<file path="src/rtl/pool_pkg.sv">
// Shared constants and the ordering-key helper for the streaming max pooler.
package pool_pkg;

  localparam int unsigned MODE_INT     = 0;
  localparam int unsigned MODE_FP      = 1;
  localparam int unsigned KEY_MAX_BITS = 64;

  // Maps a value to an unsigned key whose order matches signed-int or IEEE-754 order.
  // The caller keeps the low msb+1 bits of the result.
  function automatic logic [KEY_MAX_BITS-1:0] pool_key(
    input logic [KEY_MAX_BITS-1:0] x,
    input int unsigned             msb,
    input logic                    fp_mode
  );
    logic [KEY_MAX_BITS-1:0] sign_bit;
    sign_bit = KEY_MAX_BITS'(1) << msb;
    if (fp_mode && ((x & sign_bit) != '0)) pool_key = ~x;
    else                                   pool_key = x ^ sign_bit;
  endfunction

endpackage

</file>
<file path="src/rtl/pool_cmp_max.sv">
// Combinational two-input maximum of one channel value, signed-int or IEEE-754 ordering.
module pool_cmp_max
  import pool_pkg::*;
#(
  parameter int unsigned DATA_BITS = 32,
  parameter int unsigned MODE      = MODE_FP
) (
  input  logic [DATA_BITS-1:0] a,
  input  logic [DATA_BITS-1:0] b,
  output logic [DATA_BITS-1:0] max_c
);

  if (DATA_BITS > KEY_MAX_BITS) begin : g_bad_bits
    $error("pool_cmp_max: DATA_BITS exceeds KEY_MAX_BITS");
  end

  logic [DATA_BITS-1:0] key_a;
  logic [DATA_BITS-1:0] key_b;

  assign key_a = DATA_BITS'(pool_key(KEY_MAX_BITS'(a), DATA_BITS - 1, MODE == MODE_FP));
  assign key_b = DATA_BITS'(pool_key(KEY_MAX_BITS'(b), DATA_BITS - 1, MODE == MODE_FP));
  assign max_c = (key_b > key_a) ? b : a;

endmodule

</file>
<file path="src/rtl/max_pooling_stream.sv">
// Streaming KxK stride-K max pooling over a raster-order frame, one pixel per beat,
// with a single (W/K)-entry row buffer holding partial vertical maxima.
module max_pooling_stream
  import pool_pkg::*;
#(
  parameter int unsigned DATA_BITS = 32,
  parameter int unsigned D         = 1,
  parameter int unsigned W         = 48,
  parameter int unsigned H         = 48,
  parameter int unsigned K         = 2,
  parameter int unsigned MODE      = 1
) (
  input  logic                   clk,
  input  logic                   reset,
  input  logic                   in_valid,
  output logic                   in_ready,
  input  logic [D*DATA_BITS-1:0] in_data,
  output logic                   out_valid,
  input  logic                   out_ready,
  output logic [D*DATA_BITS-1:0] out_data,
  output logic                   frame_done
);

  localparam int unsigned PIX_BITS = D * DATA_BITS;
  localparam int unsigned NWIN_X   = W / K;
  localparam int unsigned NWIN_Y   = H / K;
  localparam int unsigned KW_BITS  = $clog2(K);
  localparam int unsigned JX_BITS  = (NWIN_X > 1) ? $clog2(NWIN_X) : 1;
  localparam int unsigned JY_BITS  = (NWIN_Y > 1) ? $clog2(NWIN_Y) : 1;

  if (K < 2)      begin : g_bad_k $error("max_pooling_stream: K must be >= 2"); end
  if (W % K != 0) begin : g_bad_w $error("max_pooling_stream: W must be a multiple of K"); end
  if (H % K != 0) begin : g_bad_h $error("max_pooling_stream: H must be a multiple of K"); end

  // col/row are held split as (window index, offset within window) to avoid dividers.
  logic [KW_BITS-1:0]  kc_q, kc_d, kr_q, kr_d;
  logic [JX_BITS-1:0]  jx_q, jx_d;
  logic [JY_BITS-1:0]  jy_q, jy_d;
  logic [PIX_BITS-1:0] h_acc_q, h_acc_d;
  logic [PIX_BITS-1:0] out_data_q, out_data_d;
  logic                out_valid_q, out_valid_d;
  logic                out_last_q, out_last_d;
  logic                frame_done_q, frame_done_d;

  logic [PIX_BITS-1:0] rowbuf_q [NWIN_X];
  logic [PIX_BITS-1:0] rb_rdata;
  logic [PIX_BITS-1:0] rb_wdata;
  logic                rb_we;
  logic [PIX_BITS-1:0] h_max_c;
  logic [PIX_BITS-1:0] win_max_c;
  logic                accept;
  logic                last_col;

  assign in_ready   = !out_valid_q || out_ready;
  assign accept     = in_valid && in_ready;
  assign out_valid  = out_valid_q;
  assign out_data   = out_data_q;
  assign frame_done = frame_done_q;
  assign rb_rdata   = rowbuf_q[jx_q];

  for (genvar c = 0; c < D; c++) begin : g_ch
    pool_cmp_max #(.DATA_BITS(DATA_BITS), .MODE(MODE)) u_h_max (
      .a     (h_acc_q[c*DATA_BITS +: DATA_BITS]),
      .b     (in_data[c*DATA_BITS +: DATA_BITS]),
      .max_c (h_max_c[c*DATA_BITS +: DATA_BITS])
    );
    pool_cmp_max #(.DATA_BITS(DATA_BITS), .MODE(MODE)) u_v_max (
      .a     (rb_rdata[c*DATA_BITS +: DATA_BITS]),
      .b     (h_max_c[c*DATA_BITS +: DATA_BITS]),
      .max_c (win_max_c[c*DATA_BITS +: DATA_BITS])
    );
  end

  always_comb begin
    kc_d         = kc_q;
    kr_d         = kr_q;
    jx_d         = jx_q;
    jy_d         = jy_q;
    h_acc_d      = h_acc_q;
    out_data_d   = out_data_q;
    out_valid_d  = out_valid_q;
    out_last_d   = out_last_q;
    frame_done_d = out_valid_q && out_ready && out_last_q;
    rb_we        = 1'b0;
    rb_wdata     = h_max_c;
    last_col     = (jx_q == JX_BITS'(NWIN_X - 1));

    if (out_valid_q && out_ready) out_valid_d = 1'b0;

    if (accept) begin
      h_acc_d = (kc_q == '0) ? in_data : h_max_c;
      if (kc_q != KW_BITS'(K - 1)) begin
        kc_d = kc_q + KW_BITS'(1);
      end else begin
        // Window column complete: seed, fold into, or drain the row buffer entry.
        kc_d = '0;
        jx_d = last_col ? '0 : jx_q + JX_BITS'(1);
        if (kr_q == '0) begin
          rb_we    = 1'b1;
          rb_wdata = h_max_c;
        end else if (kr_q != KW_BITS'(K - 1)) begin
          rb_we    = 1'b1;
          rb_wdata = win_max_c;
        end else begin
          out_valid_d = 1'b1;
          out_data_d  = win_max_c;
          out_last_d  = last_col && (jy_q == JY_BITS'(NWIN_Y - 1));
        end
        if (last_col) begin
          if (kr_q == KW_BITS'(K - 1)) begin
            kr_d = '0;
            jy_d = (jy_q == JY_BITS'(NWIN_Y - 1)) ? '0 : jy_q + JY_BITS'(1);
          end else begin
            kr_d = kr_q + KW_BITS'(1);
          end
        end
      end
    end
  end

  always_ff @(posedge clk) begin
    if (reset) begin
      kc_q         <= '0;
      kr_q         <= '0;
      jx_q         <= '0;
      jy_q         <= '0;
      h_acc_q      <= '0;
      out_data_q   <= '0;
      out_valid_q  <= 1'b0;
      out_last_q   <= 1'b0;
      frame_done_q <= 1'b0;
    end else begin
      kc_q         <= kc_d;
      kr_q         <= kr_d;
      jx_q         <= jx_d;
      jy_q         <= jy_d;
      h_acc_q      <= h_acc_d;
      out_data_q   <= out_data_d;
      out_valid_q  <= out_valid_d;
      out_last_q   <= out_last_d;
      frame_done_q <= frame_done_d;
    end
  end

  // Row buffer has no reset so it maps onto a read-first single-port RAM.
  always_ff @(posedge clk) begin
    if (rb_we) rowbuf_q[jx_q] <= rb_wdata;
  end

endmodule
</file>
<file path="config.mk">
export PLATFORM = sky130hd
export DESIGN_NAME = max_pooling_stream
export DESIGN_NICKNAME = d
export VERILOG_FILES = /design/src/rtl/pool_pkg.sv /design/src/rtl/pool_cmp_max.sv /design/src/rtl/max_pooling_stream.sv
export SDC_FILE = /design/constraint.sdc
export NUM_CORES = 1
export LEC_CHECK = 0
export CAP_MARGIN = 10
export CORE_MARGIN = 3
export CORE_UTILIZATION = 55
export DETAILED_ROUTE_END_ITERATION = 10
export GPL_ROUTABILITY_DRIVEN = 0
export MAX_ROUTING_LAYER = met4
export PLACE_DENSITY = 0.72
export SETUP_SLACK_MARGIN = 0.2
export SYNTH_ARGS = -nofsm -noshare
export SYNTH_HDL_FRONTEND = slang
export SYNTH_HIERARCHICAL = 1
export SYNTH_SLANG_ARGS = --single-unit
</file>
<file path="constraint.sdc">
create_clock -name clk -period 11.9 [get_ports clk]
set_input_delay 1.785 -clock clk [delete_from_list [all_inputs] [get_ports clk]]
set_output_delay 1.785 -clock clk [all_outputs]
set_load 0.03 [all_outputs]
</file>
## After elaboration in Yosys (flattened, before gate mapping)

Memory sizes are Yosys's and may differ from the RTL's. A register that Yosys moved wholly into a read port is not among the register bits.
Cells that the tools add are included.

- Bits of input ports: 36
- Word-level logic and storage cells: 58
- Bits in writable memories: 768
- Memories kept: 1
- Register bits: 79
- Output and inout port bits: 35

Memory list:

| name | words | width | read ports | clocked after memory_dff | wr ports | line | source |
|---|---|---|---|---|---|---|---|
| rowbuf_q | 24 | 32 | 1 | 1 | 1 | max_pooling_stream.sv:45 | `logic [PIX_BITS-1:0] rowbuf_q [NWIN_X];` |

- Reduce and logical (&&, ||, !) cells: 10
- Multiplexer cells: 22
- Bitwise gates (word level): 8
- Magnitude comparators: 2
- Equal/unequal tests: 2
- Add/subtract/negate cells: 4

Operators with widths:

| kind | number |
|---|---|
| 2-to-1 mux 32 bit | 7 |
| inverter 32 bit | 4 |
| > comparator 32 bit | 2 |
| 2-to-1 mux 5 bit | 4 |
| 2-to-1 mux 1 bit | 11 |
| adder 5 x 1 -> 5 bit (second input constant) | 2 |
| == test 5 bit (second input constant) | 2 |
| AND reduction 3 bit | 2 |
| logical AND 1 bit | 4 |
| inverter 1 bit | 4 |
| AND reduction 4 bit | 1 |
| adder 1 bit (second input constant) | 2 |
| AND reduction 2 bit | 1 |
| zero test 1 bit | 1 |
| logical OR 1 bit | 1 |

## Logic depth before layout (Yosys ltp)

Gate-level depths: netlist (run 1).

- Depth in word-level cells: 8
- Depth in mapped cells: 23
- Mapped depth without buffers: 18

## Modules after synthesis

The synthesis (run 1) kept the hierarchy.

Modules (own cells, without submodules):

| module | sequential area each (um2) | times used | area an instance (um2) | cells an instance |
|---|---|---|---|---|
| max_pooling_stream | 24743.7 | 1 | 32935.3 | 1749 |
| pool_cmp_max | 0.0 | 2 | 1685.4 | 183 |

## Worst setup path before layout (run 1)

Ideal clock, no wire load.

- Kind: in2reg
- Start point: input in_data[31]
- End point: register out_data_q[10], in the netlist out_data[10]
- Data required time: 11.768 ns
- Library setup time: 0.132 ns
- Arrival time: 7.571 ns
- Buffers on the path: 5
- Setup slack: 4.196 ns
- Stages on the path: 23
- Cell sequence: clkbuf_1 buf_1 xor2_1 ha_1 and3_4 a221o_1 a22o_1 or4_4 a2bb2oi_4 mux2_2 clkbuf_1 buf_1 xor2_1 ha_1 and3_4 a221o_1 a22o_1 or4_4 a2bb2oi_4 buf_6 mux2_2 nand2_1 a21oi_1

- Word-level cells in the longest chain between the ends: 8
- Elaborated cells on any way between the ends: 10
- Those cells by class: order compare: 2; mux: 4; bitwise: 4

RTL lines:

| what | line | source |
|---|---|---|
| start, declared | max_pooling_stream.sv:17 | `input logic [D*DATA_BITS-1:0] in_data,` |
| inverter 1 bit (no source line) or inverter 32 bit (tied branches) | - |  |
| 2-to-1 mux 32 bit | pool_pkg.sv:17 | `if (fp_mode && ((x & sign_bit) != '0)) pool_key = ~x;` |
| > comparator 32 bit | pool_cmp_max.sv:22 | `assign max_c = (key_b > key_a) ? b : a;` |
| 2-to-1 mux 32 bit (*) | pool_cmp_max.sv:22 |  |
| net h_max_c[31] | max_pooling_stream.sv:49 | `logic [PIX_BITS-1:0] h_max_c;` |
| inverter 1 bit (no source line) or inverter 32 bit (tied branches) | - |  |
| 2-to-1 mux 32 bit (*) | pool_pkg.sv:17 |  |
| > comparator 32 bit (*) | pool_cmp_max.sv:22 |  |
| 2-to-1 mux 32 bit (*) | pool_cmp_max.sv:22 |  |
| net win_max_c[10] | max_pooling_stream.sv:50 | `logic [PIX_BITS-1:0] win_max_c;` |
| end signal, assigned | max_pooling_stream.sv:138 | `out_data_q <= out_data_d;` |
| end, declared | max_pooling_stream.sv:40 | `logic [PIX_BITS-1:0] out_data_q, out_data_d;` |

Mark *: on every way through the listed nets, which the timed path passes. The rest lies on a longest branch.
A chain may end at the register's enable or synchronous reset.

## Final worst setup path (run 1)

- Start point: input in_data[31]
- End point: register out_data_q[5], in the netlist out_data[5]

- Word-level cells in the longest chain between the ends: 8
- Elaborated cells on any way between the ends: 10
- Those cells by class: order compare: 2; mux: 4; bitwise: 4

RTL lines:

| what | line |
|---|---|
| inverter 1 bit (no source line) or inverter 32 bit (tied branches) | - |
| 2-to-1 mux 32 bit (*) | pool_pkg.sv:17 |
| > comparator 32 bit (*) | pool_cmp_max.sv:22 |
| 2-to-1 mux 32 bit (*) | pool_cmp_max.sv:22 |
| net h_max_c[1] | max_pooling_stream.sv:49 |
| inverter 32 bit | pool_pkg.sv:17 |
| 2-to-1 mux 32 bit (*) | pool_pkg.sv:17 |
| > comparator 32 bit (*) | pool_cmp_max.sv:22 |
| 2-to-1 mux 32 bit (*) | pool_cmp_max.sv:22 |
| net win_max_c[5] | max_pooling_stream.sv:50 |

Marks and branches as above.

==> impl_metrics.tcl, run 1 <==
set metrics [dict create \
    synth_common_cells "edfxtp_1 (768), mux2i_1 (192), mux4_2 (128), nand2_1 (111), dfxtp_1 (84)" \
    ys_seq_area_share_pct 68.15 \
    htree_num_levels 3 \
    fin_setup_tns_ns 0 \
    hold_start "out_last_q" \
    avgViaCountPerCell 6.441 \
    synth_flop_cell "edfxtp_1" \
    crit_start "in_data[31]" \
    leakagePower_nw 12.64 \
    drv_slew 0 \
    core-area_mm2 0.06493 \
    first_iter_violations 2230 \
    hold_path_depth 2 \
    yosysTopAreaCell "edfxtp_1" \
    synth.most_common_cell "edfxtp_1" \
    cp-end-kind "flip-flop" \
    cts_setup_buffers 0 \
    worst_pin_slew_ns 1.170 \
    ys_types 51 \
    dpl.hpwl_um 49200 \
    cts.path.max_buffers 3 \
    layout.nets 2289 \
    post_cts_resized 0 \
    critPathLaunchType "input pin" \
    rr_startpoint "h_acc_q[31]" \
    critPathKind "input pin to flip-flop" \
    initial_core_util_pct 55.92 \
    rr_worst_depth 19 \
    setup_viol 0 \
    n_fill_cell 4583 \
    mappedNetlistArea_mm2 0.03631 \
    drtAntennaViolNets 0 \
    finClkSkew_ns 0.02786 \
    min_to "out_last_q" \
    reg2reg_to "out_data[5]" \
    numCtsBuffers 83 \
    finalCriticalPeriod_ns 8.731 \
    cts_tree "done" \
    grt_pass1_wl_um 133200 \
    cts_hold_buf 0 \
    grt_usage_pct 26.81 \
    maxSlewHeadroom_pct 21.70 \
    grt_pass1_vias 20460 \
    multi_input_area_mm2 0.01095 \
    synth.area.top_cells "edfxtp_1 (64%), mux4_2 (7.9%), mux2i_1 (5.3%)" \
    synth_seq_cells 852 \
    outcome "completed" \
    ys_warn_count 6 \
    io_buffer_count 70 \
    wire_per_inst_um 29.01 \
    synth_top_area_share_pct 63.52 \
    maxCapViolCount 0 \
    hold_violations 0 \
    ff_latch_area_mm2 0.02476 \
    cp.required_ns 12.35 \
    grt-ovfl-total 0 \
    async_flop_share_pct 0 \
    drive_gt1_share_pct 17.99 \
    num_vias 20010 \
    grt_max_degree 99 \
    hp-class "flip-flop to flip-flop" \
    synth_edf_count 768 \
    p_per_area_mw_per_mm2 168.3 \
    ir_drop_uv 145.7 \
    rsz0062_at_grt "no" \
    antenna_found_initial 0 \
    syn_avg_cell_area_um2 17.17 \
    dieArea_mm2 0.06913 \
    areaGrowthSynthToFinish_pct 11.67 \
    first_pass_iters 5 \
    finalWirelength_um 90090 \
    timing.final.crit_share_pct 73.37 \
    synth_cells 2115 \
    insertion_delay_ns 0.63 \
    crit_fanout 34 \
    rrSetupSlack_ns 4.02 \
    fmax_ghz 0.1145 \
    post-route-drc-count 0 \
    diodes 0 \
    post-place-cells 2953 \
    die_h_um 262.9 \
    fin_cells 3106 \
    clock-root-buffer "clkbuf_16" \
    rows 93 \
    cts.clk_slew.worst_paths_ns 0.06 \
    cts_sinks 852 \
    syn-num-nets 2221 \
    die_w_um 262.9 \
    io_pins 71 \
    cp.arrival_ns 9.19 \
]
==> where the power goes <==
part           switching, W  total [W]  internal [W]
clock network       0.00109    0.00256       0.00147
registers         0.0000209    0.00344       0.00342
logic              0.000504   0.000826      0.000323
==> how the worst max path moves through the flow <==
stage                               to  slack (ns)
after detailed placement   out_data[5]        2.66
final                      out_data[5]        3.17
after global routing       out_data[5]        2.92
after global placement    out_data[27]        2.82
after floorplan           out_data[10]        4.20
after CTS                  out_data[5]        3.18
==> metrics by stage <==
step                instance area [um2]  worst slack [ns]  hold WS [ns]  util, %  power, W
floorplan                         36310             4.196        0.4322        -  0.004112
global placement                  37880             2.819        0.4462    58.34  0.004283
detailed placement                37880             2.658        0.4576    58.34  0.004318
CTS                               40540             3.175        0.4710    62.44  0.006854
global route                      40540             2.918        0.4994    62.44  0.007056
finish                            40540             3.169        0.4632    62.44  0.006824
==> cell usage in the layout (no fill, tap or decap), types with 5 or more instances in the layout <==
cell type | netlist | final
bufinv_16 | 0 | 6
nand4_1 | 19 | 19
nand2_1 | 111 | 111
edfxtp_1 | 768 | 768
ha_1 | 70 | 70
buf_4 | 4 | 48
mux4_2 | 128 | 128
a2bb2oi_1 | 32 | 32
a22oi_1 | 32 | 32
a21oi_1 | 59 | 59
clkbuf_1 | 53 | 16
nor2_1 | 62 | 40
xor2_1 | 63 | 63
xnor2_1 | 65 | 65
clkinv_1 | 0 | 19
clkinv_2 | 0 | 16
nor3_1 | 8 | 8
a21o_1 | 10 | 10
clkdlybuf4s50_1 | 0 | 68
mux2_2 | 61 | 61
a211oi_1 | 32 | 32
mux2i_1 | 192 | 192
nor2_4 | 0 | 22
dfxtp_1 | 84 | 77
o311ai_1 | 32 | 31
o211ai_1 | 34 | 34
and2_2 | 0 | 5
nand3_1 | 46 | 46
clkbuf_16 | 0 | 86
inv_1 | 9 | 9
o21ai_0 | 5 | 5
==> cell type report <==
cell class	instances	area share [%]
Timing Repair Buffer	119	2.642
Clock buffer	104	5.524
Multi-Input combinational cell	1118	27.00
Inverter	9	0.08333
Tap cell	855	2.639
Sequential cell	852	61.07
Clock inverter	49	1.037
==> cell families (layout without fill, tap and decap cells) <==
family                     after synthesis  in the layout  share of synthesized area, %
xor gates and xnor gates               128            128                         3.088
AOI/OAI and AO/OA                      251            251                         5.138
muxes                                  385            385                         15.25
buffers and inverters                  145            281                         2.278
DFF                                    852            852                         68.15
and+or+nand+nor                        284            284                         3.681
adders and majority gates               70             70                         2.412
==> flip-flops by register name, summed over array words and instances (netlist names), named ones only <==
name / cells
rowbuf_q: 768
out_last_q: 1
jy_q: 5
out_data: 32
frame_done: 1
jx_q: 5
kr_q: 1
out_valid: 1
h_acc_q: 32
kc_q: 1
==> worst max-delay path, cell delays in order <==
cell and delay (ns):
buf_2 0.70, xor2_1 0.17, ha_1 0.34, and3_4 0.20, a221o_1 0.34, a22o_1 0.18
or4_4 0.43, a2bb2oi_4 0.51, buf_4 0.36, mux2_1 0.73, xor2_1 0.30, ha_1 0.34
nor2b_1 0.14, o211ai_1 0.20, a2111oi_0 0.17, nor4b_1 0.76, a2bb2oi_4 0.89, mux2_2 0.42
nand2_1 0.07, a21oi_1 0.07
==> per-layer routing <==
layer	share of wire (%)	up-vias	wire length, um	track usage, %
met4	3.5	0	3127	9.894
met1	40	10360	36060	35.88
met2	49	914	43840	42.57
met5	0	-	0	-
li1	-	8561	-	-
met3	7.8	175	7055	3.679
Power figures use the tool's default switching activity.
==> run 2, diff against run 1 <==
--- a/config.mk
+++ b/config.mk
@@ -11,7 +11,7 @@
 export DETAILED_ROUTE_END_ITERATION = 10
 export GPL_ROUTABILITY_DRIVEN = 0
 export MAX_ROUTING_LAYER = met4
-export PLACE_DENSITY = 0.72
+export PLACE_DENSITY = 0.75
 export SETUP_SLACK_MARGIN = 0.2
 export SYNTH_ARGS = -nofsm -noshare
 export SYNTH_HDL_FRONTEND = slang
==> constraint.sdc (replaced) <==
create_clock -name clk -period 7.2 [get_ports clk]
set_input_delay 1.08 -clock clk [delete_from_list [all_inputs] [get_ports clk]]
set_output_delay 1.08 -clock clk [all_outputs]
set_load 0.03 [all_outputs]
==> impl_metrics.tcl, run 2 (same netlist as run 1, synthesis figures left out) <==
set metrics [dict create \
    hold_violations 0 \
    grt_pass1_vias 20880 \
    final_common_cell "edfxtp_1" \
    cts_setup_buffers 0 \
    grt_max_degree 75 \
    post-route-drc-count 0 \
    maxSlewHeadroom_pct 18.57 \
    comb_power_share_pct 13.0 \
    antenna_found_initial 1 \
    power.switching_w 0.002710 \
    grt_usage_pct 27.12 \
    leakagePower_nw 12.84 \
    insertion_delay_ns 0.63 \
    fin_setup_tns_ns 0 \
    fin_cells 3143 \
    core-area_mm2 0.06493 \
    cts_sinks 852 \
    critPathLaunchType "flip-flop" \
    dieArea_mm2 0.06913 \
    drive_gt1_share_pct 19.27 \
    post-place-cells 2995 \
    cts.path.max_buffers 3 \
    path_delay_family "compound AO/OA/AOI/OAI gates" \
    hold_slack_ns 0.4679 \
    post_cts_resized 0 \
    grt-ovfl-total 0 \
    first_pass_iters 5 \
    htree_num_levels 3 \
    worstPathCellList "buf_4 -> xnor2_1 -> ha_1 -> a41o_1 -> a21oi_1 -> nor3_1 -> nor4b_1 -> buf_4 -> a2bb2oi_4 -> mux2_2 -> buf_12 -> xor2_1 -> ha_1 -> a41o_1 -> a21oi_1 -> nor3_1 -> nor4b_1 -> buf_4 -> a2bb2oi_4 -> buf_4 -> mux2_2 -> nand2_1 -> a21oi_1" \
    hp-class "flip-flop to flip-flop" \
    seqPwrFrac_pct 50.1 \
    avgViaCountPerCell 6.551 \
    clock-root-buffer "clkbuf_16" \
    cts_hold_buf 0 \
    p_per_area_mw_per_mm2 277.6 \
    ir_drop_uv 226.4 \
    slowest_delay_ns 0.80 \
    globalRoute.busiestLayer "met2" \
    first_iter_violations 2382 \
    die_w_um 262.9 \
    drtAntennaViolNets 0 \
    cp.required_ns 7.69 \
    p_clk_share_pct 37.0 \
    crit_buf_inv 5 \
    crit_fanout 24 \
    place_area_mm2 0.03825 \
    worst_pin_slew_ns 1.202 \
    cp-end-kind "flip-flop" \
    dpl.hpwl_um 52740 \
    regMostFlops "rowbuf_q" \
    outcome "completed" \
    internal-power_w 0.008627 \
    initial_core_util_pct 55.92 \
    finalWorstSetupSlack_ns 0.9814 \
    num_vias 20590 \
    finalCriticalPeriod_ns 6.219 \
    finClkSkew_ns 0.02286 \
    grt_pass1_wl_um 135600 \
    switching_share_pct 23.90 \
    place_ws_ns 0.4038 \
    largest_reg_flops 768 \
    cts.clk_slew.worst_paths_ns 0.06 \
    drv_slew 0 \
    layout.nets 2329 \
    wire_per_inst_um 28.95 \
    setup_viol 0 \
    gr-usage-met1_pct 36.06 \
    cp_common_cell "buf_4" \
    cp.arrival_ns 6.71 \
    rsz0062_at_grt "no" \
    io_buffer_count 70 \
    use_met3_pct 5.112 \
    fmax_ghz 0.1608 \
    timing.final.crit_share_pct 86.37 \
    finalWirelength_um 91000 \
    cts_tree "done" \
    io_pins 71 \
    final_cell_mix "edfxtp_1 (768), mux2i_1 (192), mux4_2 (128)" \
    critPathKind "flip-flop to flip-flop" \
    die_h_um 262.9 \
    use_met2_pct 42.41 \
    rows 93 \
    final_area_mm2 0.04084 \
    areaGrowthSynthToFinish_pct 12.49 \
    maxCapViolCount 0 \
    numCtsBuffers 81 \
    cpMaxStageDelayCell "dfxtp_2" \
    diodes 0 \
]
## run 2: cell types whose count changed in the layout (fill, tap and decap cells not counted), sizes merged
cell,before,now
buf,51,93
clkbuf,104,107
clkinv,38,28
clkinvlp,3,1
inv,11,15
## run 2: final cells by class
type                    instances  area, um2
fillers                      4481      24090
repair buffers                161       1436
flip-flops and latches        852      24760
clock inverters                41      389.1
inverters                       9      33.78
clock buffers                 107       2206
multi-input cells            1118      10950
well taps                     855       1070
## run 2: per-layer routing
metal | share of wire, % | vias up
met4 | 3.6 | 0
met5 | 0 | -
li1 | - | 8643
met2 | 48 | 1221
met1 | 38 | 10490
met3 | 10 | 237
## run 2: final timing paths
kind                      from            to  slack (ns)  cells after the start
hold reg to reg   out_data[22]  out_data[22]        0.47                      2
setup / recovery   h_acc_q[31]  out_data[26]        0.98                     23
setup reg to reg   h_acc_q[31]  out_data[26]        0.98                     23
hold / removal    out_data[22]  out_data[22]        0.47                      2
## run 2: power groups by stage
stage | clock network, W | registers, W | logic (W)
2_1_floorplan | 0 | 0.00576 | 0.00103
3_5_place_dp | 0 | 0.00578 | 0.00145
6_report | 0.00419 | 0.00568 | 0.00147
5_1_grt | 0.00443 | 0.00568 | 0.00160
3_3_place_gp | 0 | 0.00578 | 0.00139
4_1_cts | 0.00422 | 0.00568 | 0.00146
## run 2: worst register-to-register path, stage by stage (launching register included)
cell       delay, ns
dfxtp_2         0.80
buf_4           0.36
xnor2_1         0.11
ha_1            0.33
a41o_1          0.25
a21oi_1         0.16
nor3_1          0.07
nor4b_1         0.34
buf_4           0.20
a2bb2oi_4       0.16
mux2_2          0.56
buf_12          0.26
xor2_1          0.18
ha_1            0.31
a41o_1          0.25
a21oi_1         0.21
nor3_1          0.08
nor4b_1         0.30
buf_4           0.19
a2bb2oi_4       0.17
buf_4           0.28
mux2_2          0.38
nand2_1         0.07
a21oi_1         0.09
## run 2: through the flow
stage               total power (W)  util (%)
finish                      0.01134     62.90
CTS                         0.01136     62.90
global placement           0.007169     58.90
global route                0.01171     62.90
detailed placement         0.007233     58.90
floorplan                  0.006796         -
==> run 3, diff against run 2 <==
--- a/config.mk
+++ b/config.mk
@@ -6,7 +6,7 @@
 export NUM_CORES = 1
 export LEC_CHECK = 0
 export CAP_MARGIN = 10
-export CORE_MARGIN = 3
+export CORE_MARGIN = 10
 export CORE_UTILIZATION = 55
 export DETAILED_ROUTE_END_ITERATION = 10
 export GPL_ROUTABILITY_DRIVEN = 0
==> impl_metrics.tcl, run 3 (same netlist as run 1, synthesis figures left out) <==
set metrics [dict create \
    outcome "completed" \
    critPathKind "input pin to flip-flop" \
    avgViaCountPerCell 6.500 \
    finalWorstSetupSlack_ns 0.9597 \
    cp.required_ns 7.69 \
    insertion_delay_ns 0.63 \
    cts_sinks 852 \
    cp-end-kind "flip-flop" \
    clock-root-buffer "clkbuf_16" \
    antenna_found_initial 0 \
    largest_reg_flops 768 \
    setup_viol 0 \
    num_vias 20380 \
    areaGrowthSynthToFinish_pct 11.92 \
    drive_gt1_share_pct 18.57 \
    wire_per_inst_um 28.91 \
    hold_violations 0 \
    rrSetupSlack_ns 0.98 \
    die_w_um 276.9 \
    cts_setup_buffers 0 \
    io_pins 71 \
    cts_hold_buf 0 \
    die_h_um 276.9 \
    drtAntennaViolNets 0 \
    leakagePower_nw 12.72 \
    layout.nets 2317 \
    n_fill_cell 4550 \
    core-area_mm2 0.06563 \
    cts.path.max_buffers 3 \
    dieArea_mm2 0.07669 \
    cts.clk_slew.worst_paths_ns 0.06 \
    post_cts_resized 0 \
    p_per_area_mw_per_mm2 274.9 \
    final_cell_mix "edfxtp_1 (768), mux2i_1 (192), mux4_2 (128)" \
    hold_slack_ns 0.4715 \
    worst_pin_slew_ns 1.282 \
    cpMaxStageDelayCell "or4_4" \
    grt_max_degree 77 \
    finalWirelength_um 90660 \
    grt_pass1_wl_um 133900 \
    cp.arrival_ns 6.73 \
    cp_common_cell "buf_4" \
    ff_latch_area_mm2 0.02476 \
    grt_usage_pct 23.84 \
    fmax_ghz 0.1602 \
    multi_input_area_mm2 0.01095 \
    place_area_mm2 0.03815 \
    slowest_delay_ns 0.53 \
    finalCriticalPeriod_ns 6.240 \
    diodes 0 \
    rows 94 \
    ir_drop_uv 222.3 \
    critPathLaunchType "input pin" \
    hp-class "flip-flop to flip-flop" \
    io_buffer_count 70 \
    cts_tree "done" \
    timing.final.crit_share_pct 86.67 \
    maxSlewHeadroom_pct 13.16 \
    drv_slew 0 \
    finClkSkew_ns 0.02396 \
    crit_fanout 54 \
    fin_setup_tns_ns 0 \
    first_pass_iters 6 \
    htree_num_levels 3 \
    place_ws_ns 0.3544 \
    final_area_mm2 0.04063 \
    initial_core_util_pct 55.32 \
    regMostFlops "rowbuf_q" \
    grt_pass1_vias 20280 \
    worstPathCellList "buf_2 -> buf_4 -> xor2_1 -> ha_1 -> nand4_1 -> nor3_1 -> a22o_1 -> or4_4 -> a2bb2oi_4 -> mux2_2 -> buf_4 -> xor2_1 -> ha_1 -> a41o_1 -> a21oi_1 -> nor3_1 -> or4_4 -> a2bb2oi_4 -> buf_4 -> mux2_2 -> nand2_1 -> a21oi_1" \
    post-route-drc-count 0 \
    first_iter_violations 2275 \
    rsz0062_at_grt "no" \
    dpl.hpwl_um 52500 \
    numCtsBuffers 81 \
    maxCapViolCount 0 \
    final_common_cell "edfxtp_1" \
    grt-ovfl-total 0 \
]
## run 3: critical path, delay by kind of cell
family | cells | cell delay, ns
AOI/OAI and AO/OA | 6 | 1.01
xor gates and xnor gates | 2 | 0.45
adders and majority gates | 2 | 0.63
buffers and inverters | 4 | 1.33
muxes | 2 | 0.77
and+or+nand+nor | 6 | 1.41
## run 3: worst paths after layout
path	startpoint	end	cells past startpoint
max	in_data[31]	out_data[30]	22
min	out_data[7]	out_data[7]	2
max reg2reg	h_acc_q[31]	out_data[30]	21
min reg2reg	out_data[7]	out_data[7]	2
## run 3: layout make-up
class                   count  share of cell area [%]
flip-flops and latches    852                   60.93
inverters                   9                 0.08314
clock inverters            37                  0.7205
well taps                 864                   2.660
repair buffers            149                   3.282
multi-input cells        1118                   26.94
clock buffers             107                   5.382
## run 3: power by group
group | internal [W] | total (W) | switching [W]
Clock | 0.00228 | 0.00405 | 0.00177
Sequential | 0.00564 | 0.00568 | 0.0000368
Combinational | 0.000583 | 0.00144 | 0.000855
Total | 0.00851 | 0.0112 | 0.00266
## run 3: metal layers
metal	GRT usage (%)	share of wire (%)	vias up
li1	-	-	8618
met1	32.19	39	10430
met2	36.93	48	1174
met3	4.024	11	157
met4	7.220	2.5	0
met5	-	0	-
## run 3: metrics by stage
| stage | power [W] | utilization, % | cells |
|---|---|---|---|
| 2_1_floorplan | 0.006796 | - | 2115 |
| 3_3_place_gp | 0.007143 | 58.14 | 2992 |
| 3_5_place_dp | 0.007209 | 58.14 | 2992 |
| 5_1_grt | 0.01152 | 61.92 | 3136 |
| 4_1_cts | 0.01120 | 61.92 | 3136 |
| 6_report | 0.01117 | 61.92 | 3136 |
